==> config.mk <==
export PLATFORM = sky130hd
export DESIGN_NAME = seq_detect_param
export DESIGN_NICKNAME = d
export VERILOG_FILES = /design/src/rtl/seq_detect_param.sv
export SDC_FILE = /design/constraint.sdc
export NUM_CORES = 1
export LEC_CHECK = 0
export BUFFER_PORTS_ARGS = -buffer_cell sky130_fd_sc_hd__buf_2
export CAP_MARGIN = 25
export CORE_UTILIZATION = 55
export CTS_CLUSTER_SIZE = 40
export DETAILED_ROUTE_END_ITERATION = 16
export PLACE_DENSITY = 0.82
export SETUP_SLACK_MARGIN = 0.3
export SLEW_MARGIN = 10
export SYNTH_ARGS = -nofsm -noshare
export SYNTH_HDL_FRONTEND = slang
export SYNTH_SLANG_ARGS = --single-unit
==> constraint.sdc <==
create_clock -name clk -period 3.45 [get_ports clk]
set_input_delay 0.5175 -clock clk [delete_from_list [all_inputs] [get_ports clk]]
set_output_delay 0.5175 -clock clk [all_outputs]
set_load 0.03 [all_outputs]
==> src/rtl/seq_detect_param.sv <==
// -----------------------------------------------------------------------------
// seq_detect_param
//
// Serial pattern detector with a runtime-loadable pattern and length.
// Bits arrive on w (qualified by en) and are compared against the last
// len_r bits received. The first bit of the pattern is pat_r[len_r-1] and
// the most recent bit is pat_r[0]. z is a Mealy output: it rises in the same
// cycle as the completing bit. Matches are counted in a saturating counter
// with a sticky overflow flag.
//
// Parameters
//   MAXLEN  : maximum pattern length in bits (2..16)
//   CNT_W   : width of match_cnt
//   DEF_PAT : pattern loaded at reset
//   DEF_LEN : pattern length loaded at reset
//
// Ports
//   clk       in   rising-edge clock
//   rstn      in   asynchronous active-low reset
//   en        in   accept w this cycle
//   w         in   serial input bit
//   cfg_load  in   latch pat_in / len_in (clamped) and clear history
//   pat_in    in   [MAXLEN-1:0] new pattern
//   len_in    in   [$clog2(MAXLEN):0] new pattern length
//   overlap   in   1 = overlapping matches, 0 = restart after a match
//   clr_cnt   in   synchronous clear of match_cnt and cnt_ovf
//   z         out  Mealy match (combinational)
//   z_q       out  z delayed by one clock
//   match_cnt out  [CNT_W-1:0] saturating match count
//   cnt_ovf   out  sticky saturation flag
// -----------------------------------------------------------------------------
module seq_detect_param #(
    parameter int                MAXLEN  = 8,
    parameter int                CNT_W   = 8,
    parameter logic [MAXLEN-1:0] DEF_PAT = 8'b0001_0010,
    parameter int                DEF_LEN = 5
) (
    input  logic                        clk,
    input  logic                        rstn,
    input  logic                        en,
    input  logic                        w,
    input  logic                        cfg_load,
    input  logic [MAXLEN-1:0]           pat_in,
    input  logic [$clog2(MAXLEN):0]     len_in,
    input  logic                        overlap,
    input  logic                        clr_cnt,
    output logic                        z,
    output logic                        z_q,
    output logic [CNT_W-1:0]            match_cnt,
    output logic                        cnt_ovf
);

    localparam int LW = $clog2(MAXLEN) + 1;  // width of length / fill values
    localparam int HW = MAXLEN - 1;          // history depth in bits

    logic [MAXLEN-1:0] pat_r;
    logic [LW-1:0]     len_r;
    logic [HW-1:0]     hist;    // hist[0] is the most recently accepted bit
    logic [LW-1:0]     fill;    // number of valid bits in hist

    logic [LW-1:0]     len_clamped;
    logic [MAXLEN-1:0] window;  // {history, current bit}; window[0] = w
    logic [MAXLEN-1:0] mask;    // selects the low len_r bits of window
    logic              fill_ok;
    logic              bits_eq;

    // Out-of-range lengths are pulled into 1..MAXLEN so len_r is always usable.
    always_comb begin
        len_clamped = len_in;
        if (len_in == '0) begin
            len_clamped = LW'(1);
        end else if (len_in > LW'(MAXLEN)) begin
            len_clamped = LW'(MAXLEN);
        end
    end

    // The window lines up with the pattern bit-for-bit: window[k] was received
    // k accepted bits before the current one, exactly like pat_r[k].
    assign window = {hist, w};

    always_comb begin
        mask = '0;
        for (int i = 0; i < MAXLEN; i++) begin
            mask[i] = (i < int'(len_r));
        end
    end

    // len_r is never 0, so len_r-1 cannot wrap. With len_r=1 this is always
    // true, leaving only the w == pat_r[0] test.
    assign fill_ok = (fill >= (len_r - LW'(1)));
    assign bits_eq = (((window ^ pat_r) & mask) == '0);

    // Gating by rstn keeps z low during reset even if DEF_LEN is 1.
    assign z = rstn & en & ~cfg_load & fill_ok & bits_eq;

    // Pattern, history and fill.
    always_ff @(posedge clk or negedge rstn) begin
        if (!rstn) begin
            pat_r <= DEF_PAT;
            len_r <= LW'(DEF_LEN);
            hist  <= '0;
            fill  <= '0;
        end else if (cfg_load) begin
            // w is ignored during a load; stale history is invalidated by fill.
            pat_r <= pat_in;
            len_r <= len_clamped;
            fill  <= '0;
        end else if (en) begin
            hist <= window[HW-1:0];
            if (z && !overlap) begin
                // Non-overlapping mode: no bit of this match may be reused.
                fill <= '0;
            end else if (fill != LW'(HW)) begin
                fill <= fill + LW'(1);
            end
        end
    end

    // Delayed match and saturating counter.
    always_ff @(posedge clk or negedge rstn) begin
        if (!rstn) begin
            z_q       <= 1'b0;
            match_cnt <= '0;
            cnt_ovf   <= 1'b0;
        end else begin
            z_q <= z;
            if (clr_cnt) begin
                // Clear wins over a simultaneous match.
                match_cnt <= '0;
                cnt_ovf   <= 1'b0;
            end else if (z) begin
                if (match_cnt == '1) begin
                    cnt_ovf <= 1'b1;
                end else begin
                    match_cnt <= match_cnt + CNT_W'(1);
                end
            end
        end
    end

endmodule

* Word-level counts from Yosys, hierarchy flattened
Index checks and enable logic that the tools add are counted.
Storage, ports and cells: RAM bits 0, flip-flop bits (word level) 33, input bits 19, bits in latches 0, output and inout bits 11, memories kept 0, ROM bits 0
Cells by class: add/subtract/negate cells 3, $lt $le $gt $ge 10, div/mod/pow operators 0, multiplexer cells 12, $mul 0, reduce and logical (&&, ||, !) cells 12, shift-type cells 0, bitwise operators 7, eq/ne operators 3
Operator list (count):
- two-way mux 4 bit | 6
- two-way mux 8 bit | 3
- less-than comparator 3 x 4 -> 1 bit (first input constant) | 4
- adder 8 x 1 -> 8 bit (second input constant) | 1
- AND 8 bit | 1
- equality test 8 bit (second input constant) | 1
- logical NOT 8 bit | 1
- less-than comparator 1 x 4 -> 1 bit (first input constant) | 2
- less-than comparator 2 x 4 -> 1 bit (first input constant) | 2
- AND reduction 2 bit | 4
- XOR 8 bit | 1
- nonzero test 2 bit | 3
- adder 4 x 1 -> 4 bit (second input constant) | 1
- AND 1 bit | 4
- greater-or-equal comparator 4 bit | 1
- greater-than comparator 4 bit (second input constant) | 1
- logical NOT 4 bit | 1
- inequality test 4 x 3 -> 1 bit (second input constant) | 1
- subtractor 4 x 1 -> 4 bit (second input constant) | 1
- two-way mux 1 bit | 3
- nonzero test 3 bit | 1
- inequality test 2 bit (second input constant) | 1
- logical AND 1 bit | 1
- logical NOT 1 bit | 1
- NOT 1 bit | 1

* Logic depth before layout (Yosys ltp)
Gate-level depths: netlist of the first run.
depth after elaboration 8, mapped depth 10, depth with buffers taken out 10

* Worst setup path before layout of the first run
Ideal clock, no wire load.
kind flip-flop to output port, start reg len_r[0], end out z, buffers on the path 0, data arrival time 2392 ps, slack 541 ps, cell stages (with the launch flop) 9, cells stage by stage dfstp_2 > inv_1 > ha_1 > xnor2_1 > ha_1 > nor3_1 > nor4b_1 > nand4b_2 > nor2_1
Between the ends: cells in the longest elaborated chain, start to end 4
RTL lines:
- start, declared | RTL line 57 | logic [LW-1:0] len_r;
- start signal, assigned | RTL line 100 | len_r <= LW'(DEF_LEN);
- start signal, assigned | RTL line 106 | len_r <= len_clamped;
- subtractor 4 x 1 -> 4 bit (tied with other cells) | RTL line 90 | assign fill_ok = (fill >= (len_r - LW'(1)));
- greater-or-equal comparator 4 bit or AND 8 bit (tied branches) | RTL line 90, 91
- AND 1 bit or logical NOT 8 bit (tied branches) | RTL line 94, 91
- AND 1 bit (*) | RTL line 94 | assign z = rstn & en & ~cfg_load & fill_ok & bits_eq;
- end, declared | RTL line 47 | output logic z,
Mark *: on every way between the ends. The rest lies on a longest branch, timed or not.

* Worst setup path in the final report of the first run
Ends and elaborated chain as after synthesis.

==> results of run 1 <==
worst max path at each step:
stage                     end                 start
after floorplan             z  len_r[0]$_DFFE_PN1P_
after global placement      z  len_r[0]$_DFFE_PN1P_
after detailed placement    z  len_r[0]$_DFFE_PN1P_
after CTS                   z  len_r[0]$_DFFE_PN1P_
after global routing        z  len_r[0]$_DFFE_PN1P_
final                       z  len_r[0]$_DFFE_PN1P_
layout by cell type (no fill, tap or decap), drive strengths merged, types with 2 or more instances in the layout:
cell	count
clkbuf	6
o32ai	2
dfstp	4
mux2	16
o21ai	3
buf	33
nand3b	2
a21oi	7
nor4	2
nand3	5
a2111oi	2
nand2b	5
mux2i	2
ha	9
a21o	3
a41o	2
xnor2	7
nor4b	2
and4	3
nor3	5
inv	8
dfrtp	29
xor2	6
and3	2
nor2	17
worst max-delay path, stage by stage, from the launching register on:
cell      delay (ns)
dfstp_2         0.58
inv_2           0.05
ha_2            0.20
xnor2_1         0.13
ha_1            0.28
nor3_1          0.05
nor4b_2         0.32
nand4b_2        0.19
nor2_4          0.21
buf_6           0.16
power by group through the flow:
stage	sequential, µW	clock [µW]	combinational [µW]
final	476	306	179
after global routing	483	326	201
after CTS	477	313	180
after detailed placement	485	0	173
after global placement	483	0	167
after floorplan	472	0	136
Yosys cell counts (2+ instances only):
cell type / number
mux2i_1: 2
nor4_1: 2
nand3_1: 5
clkbuf_1: 4
a2111oi_0: 2
xor2_1: 6
nand2b_1: 5
a41o_1: 2
mux2_2: 16
dfstp_2: 4
nand3b_1: 2
nor4b_1: 2
inv_1: 8
a21oi_1: 7
nor3_1: 4
ha_1: 9
nor2_1: 17
xnor2_1: 7
o21ai_0: 3
a21o_1: 2
dfrtp_1: 29
and3_1: 2
o32ai_1: 2
and4_1: 3
layout make-up:
| class | instances | area, µm² |
|---|---|---|
| repair buffers | 33 | 181 |
| flip-flops and latches | 33 | 831 |
| clock buffers | 6 | 51.3 |
| fillers | 260 | 961 |
| well taps | 44 | 55.1 |
| clock inverters | 2 | 37.5 |
| multi-input cells | 114 | 906 |
| inverters | 8 | 30.0 |
state kept, by name (all words and copies together) (netlist names):
register / cells
z_q: 1
len_r: 4
pat_r: 8
hist: 7
cnt_ovf: 1
fill: 4
match_cnt: 8
layer usage:
layer	GRT usage, %	vias to the layer above	share of wire [%]
li1	-	652	-
met1	26.4	651	43
met2	36.0	41	49
met3	8.13	11	5.4
met4	11.9	0	2.5
met5	0	-	0
logic make-up (layout without fill, tap and decap cells):
| kind of cell | after synthesis | after routing | synth area share, % |
|---|---|---|---|
| xor+xnor | 13 | 13 | 6.39 |
| buf+inv | 14 | 49 | 3.44 |
| mux | 18 | 18 | 11.2 |
| fa+ha+maj | 9 | 9 | 6.32 |
| simple gates | 48 | 48 | 15.6 |
| flops | 33 | 33 | 46.6 |
| compound gates | 26 | 26 | 10.4 |
timing repair:
| item | CTS | global route |
|---|---|---|
| gates resized for setup | 3 | 5 |
| setup buffers | 1 | 2 |
| endpoints found under the setup margin | 1 | 1 |
| pin swaps | 1 | 3 |
through the flow:
stage,instance area (µm²),cells,utilization [%],setup slack [ns]
finish,2090,240,68.5,0.423
floorplan,1780,161,-,0.541
detailed placement,1960,229,64.1,0.417
global route,2090,240,68.5,0.294
global placement,1960,229,64.1,0.514
CTS,2070,238,67.7,0.357
==> results.cfg, run 1 <==
[setup_path]
cp.arrival_ns = 2.51
critical_path_required_ns = 2.93
r2r_slack_ns = 0.49
cp-end-kind = output pin
worstSetupPathType = register to output pin
timing.rr.end = match_cnt[7]$_DFFE_PN0P_
cp_max_fo = 5
startpoint_type = register
reg2reg_from = len_r[0]$_DFFE_PN1P_
worstRegToRegCells = 12

[synth]
synth_cell_types = 40
yosys_most_used_dff = dfrtp_1
ys_seq_area_share_pct = 46.6
synth_cells = 161
yosys_warnings = 0
ys_ff_latch = 33
synth_top_area_cell = dfrtp_1
synth_top_cell_area_share_pct = 40.7
synth-async-reset-ratio_pct = 100
avgSynthCellArea_um2 = 11.1
synthesis.area_um2 = 1780
synth_area_leaders = dfrtp_1 41%, mux2_2 10%, ha_1 6.3%
synth-edff-count = 0
synthesis.nets = 189

[run_status]
status = complete, no violations

[sta]
slew_headroom_pct = 53.8
hold_violations = 0
rsz0062_at_grt = false
min_period_ns = 3.03
finClkSkew_ns = 0.00597
post-route-period-util_pct = 87.8
setup_viol = 0
worst_pin_slew_ns = 0.693
slew_viol_final = 0
fmax_mhz = 330
setup-tns-final_ns = 0
worst_hold_slack_ns = 0.200

[clocking]
cts-htree-levels = 2
cts_buffers = 5
clockBufferDepth = 2
cts_tree = done
clock_latency_ns = 0.34
clk_pin_slew_ns = 0.10
hold_buffers = 0
clockRootBuffer = clkbuf_4
clock_sinks = 33

[layout]
finalNetCount = 223
area_growth_pct = 17.4
drive_gt1_share_pct = 34.7
antenna_cells = 0

[detailed_routing]
drt_iter0_markers = 93
dr.pass1.iters = 5
route.detailed.drc = 0
ant_nets = 0
totalWireLength_mm = 3.33
num_vias = 1355
via_per_inst = 5.65
wire_per_inst_um = 13.9

[power_and_ir_drop]
swShare_pct = 27.1
internal-power_uw = 701
peakVddDrop_v = 0.000302
seqPwrFrac_pct = 49.5
combPwrFrac_pct = 18.6
power_density_nw_per_um2 = 460
pwr-share-clk_pct = 31.8
totalPowerFinal_uw = 962
leakagePower_uw = 0.000980
switchingPower_uw = 260

[global_route]
grt_use_total_pct = 22.5
grt_pass1_vias = 1308
grt_pass1_wl_mm = 5.71
grt_max_degree = 34
antenna_found_initial = 0
grt.overflow.total = 0

[placement]
gp_congestion = 0.865
dp_hpwl_mm = 2.39
numPortBuffers = 29

[die]
rows = 20
ios = 30
dieArea_um2 = 3470
core-area_um2 = 3050
die_x_um = 58.9
initial_core_util_pct = 58.4
die_h_um = 58.9

[job]
cap_violations = 0

[worst_hold_path]
hold_class = primary input to asynchronous set/reset pin
Note: power is estimated with default switching activity, not from simulation.
==> run 2, diff against run 1 <==
--- a/config.mk
+++ b/config.mk
@@ -11,6 +11,7 @@
 export CTS_CLUSTER_SIZE = 40
 export DETAILED_ROUTE_END_ITERATION = 16
 export PLACE_DENSITY = 0.82
+export REMOVE_ABC_BUFFERS = 1
 export SETUP_SLACK_MARGIN = 0.3
 export SLEW_MARGIN = 10
 export SYNTH_ARGS = -nofsm -noshare
==> results.cfg, run 2 (synthesis results as in run 1) <==
[run_status]
status = complete, no violations

[sta]
rsz0062_at_grt = false
setup_viol = 0
setup-tns-final_ns = 0
hold_violations = 0
worst_slack_ns = 0.458
min_period_ns = 2.99
finClkSkew_ns = 0.00596
fmax_mhz = 334
slew_headroom_pct = 51.1
worst_pin_slew_ns = 0.734
slew_viol_final = 0
post-route-period-util_pct = 86.7

[clocking]
cts_tree = done
clockBufferDepth = 2
clk_pin_slew_ns = 0.09
cts_buffers = 5
cts-htree-levels = 2
clock_sinks = 33
clock_latency_ns = 0.34
clockRootBuffer = clkbuf_4

[layout]
area_growth_pct = 17.6
regArea_um2 = 831
final_cell_mix = 29 x dfrtp_1, 28 x buf_2, 16 x nor2_1, 16 x mux2_2
final_common_cell = dfrtp_1
fin_area_um2 = 2100
multi_input_area_um2 = 906
drive_gt1_share_pct = 34.0
antenna_cells = 0
finalNetCount = 224
final_util_pct = 68.6
largest_registers = match_cnt x8, pat_r x8, hist x7
fillers = 223

[global_route]
antenna_found_initial = 0
grt_use_total_pct = 24.8
grt_pass1_vias = 1351
grt.overflow.total = 0
grt_max_degree = 34
grt_pass1_wl_mm = 6.23

[die]
ios = 30
die_h_um = 58.9
die_x_um = 58.9
rows = 20
initial_core_util_pct = 58.4
core-area_um2 = 3050
dieArea_um2 = 3470

[detailed_routing]
dr_wl_met3_um = 191
drt_iter0_markers = 112
dr.pass1.iters = 4
num_vias = 1395
ant_nets = 0
topRoutingLayerUsed = met4
dr_wl_met2_mm = 1.90
route.detailed.drc = 0
totalWireLength_mm = 3.68
via_per_inst = 5.79
wl_met1_mm = 1.48
wire_per_inst_um = 15.2

[placement]
dp_hpwl_mm = 2.68
dp_worst_setup_slack_ns = 0.392
gp_congestion = 0.819
place_area_um2 = 1970
numPortBuffers = 29

[setup_path]
startpoint = len_r[0]$_DFFE_PN1P_
cp-end-kind = output pin
endpoint = z
worstRegToRegCells = 11
r2r_slack_ns = 0.63
startpoint_type = register
critical_path_required_ns = 2.93
worstSetupPathType = register to output pin
timing.rr.end = match_cnt[7]$_DFFE_PN0P_
reg2reg_from = len_r[0]$_DFFE_PN1P_
cp.arrival_ns = 2.47
cp_max_fo = 5

[job]
cap_violations = 0

[power_and_ir_drop]
totalPowerFinal_uw = 967
leakagePower_uw = 0.000988
peakVddDrop_v = 0.000317
power_density_nw_per_um2 = 461

[worst_hold_path]
hold_class = primary input to asynchronous set/reset pin
==> run 2: cell types whose count changed in the layout (fill, tap and decap cells not counted) <==
cell	change
buf_4	+1
clkbuf_1	+1
clkinvlp_4	-1
inv_1	+1
inv_2	-1
==> run 2: cell type report <==
class	instances	area share [%]
Multi-Input combinational cell	114	43.2
Timing Repair Buffer	34	9.01
Tap cell	44	2.63
Clock inverter	1	1.43
Inverter	8	1.43
Sequential cell	33	39.6
Clock buffer	7	2.63
==> run 2: per-stage QoR <==
stage	hold WS [ns]	cells
2_1_floorplan	0.222	155
3_3_place_gp	0.485	230
3_5_place_dp	0.519	230
4_1_cts	0.238	239
5_1_grt	0.258	241
6_report	0.220	241
==> run 2: routing by layer <==
layer / GRT usage [%] / up-vias
li1: - / 652
met1: 29.4 / 681
met2: 41.9 / 50
met3: 6.81 / 12
met4: 11.6 / 0
met5: 0 / -
==> run 2: timing repair <==
action	CTS	global route
setup buffers	1	2
pin swaps	2	3
gates cloned	0	0
hold buffers	0	0
endpoints found under the setup margin	1	1
gates resized for setup	2	5
==> run 2: worst min-delay path by stage <==
stage                   startpoint                       end  cells past startpoint
3_5_place_dp   hist[6]$_DFFE_PN0P_       hist[6]$_DFFE_PN0P_                      1
3_3_place_gp   cnt_ovf$_DFFE_PN0P_       cnt_ovf$_DFFE_PN0P_                      2
5_1_grt                       rstn      pat_r[6]$_DFFE_PN0P_                      2
4_1_cts                       rstn  match_cnt[5]$_DFFE_PN0P_                      2
6_report                      rstn       fill[2]$_DFFE_PN0P_                      2
2_1_floorplan                 rstn       cnt_ovf$_DFFE_PN0P_                      0
==> run 2: critical path: stages, from the launching register on <==
cell and delay [ns]:
dfstp_2 0.56, inv_1 0.07, ha_2 0.21, xnor2_1 0.12
ha_1 0.28, nor3_1 0.06, nor4b_2 0.29, nand4b_2 0.19
nor2_4 0.20, buf_6 0.15
==> run 2: power breakdown <==
| part | total [µW] | internal (µW) | switching [µW] |
|---|---|---|---|
| Combinational | 187 | 94.5 | 92.1 |
| Sequential | 480 | 436 | 43.2 |
| Clock | 301 | 173 | 128 |
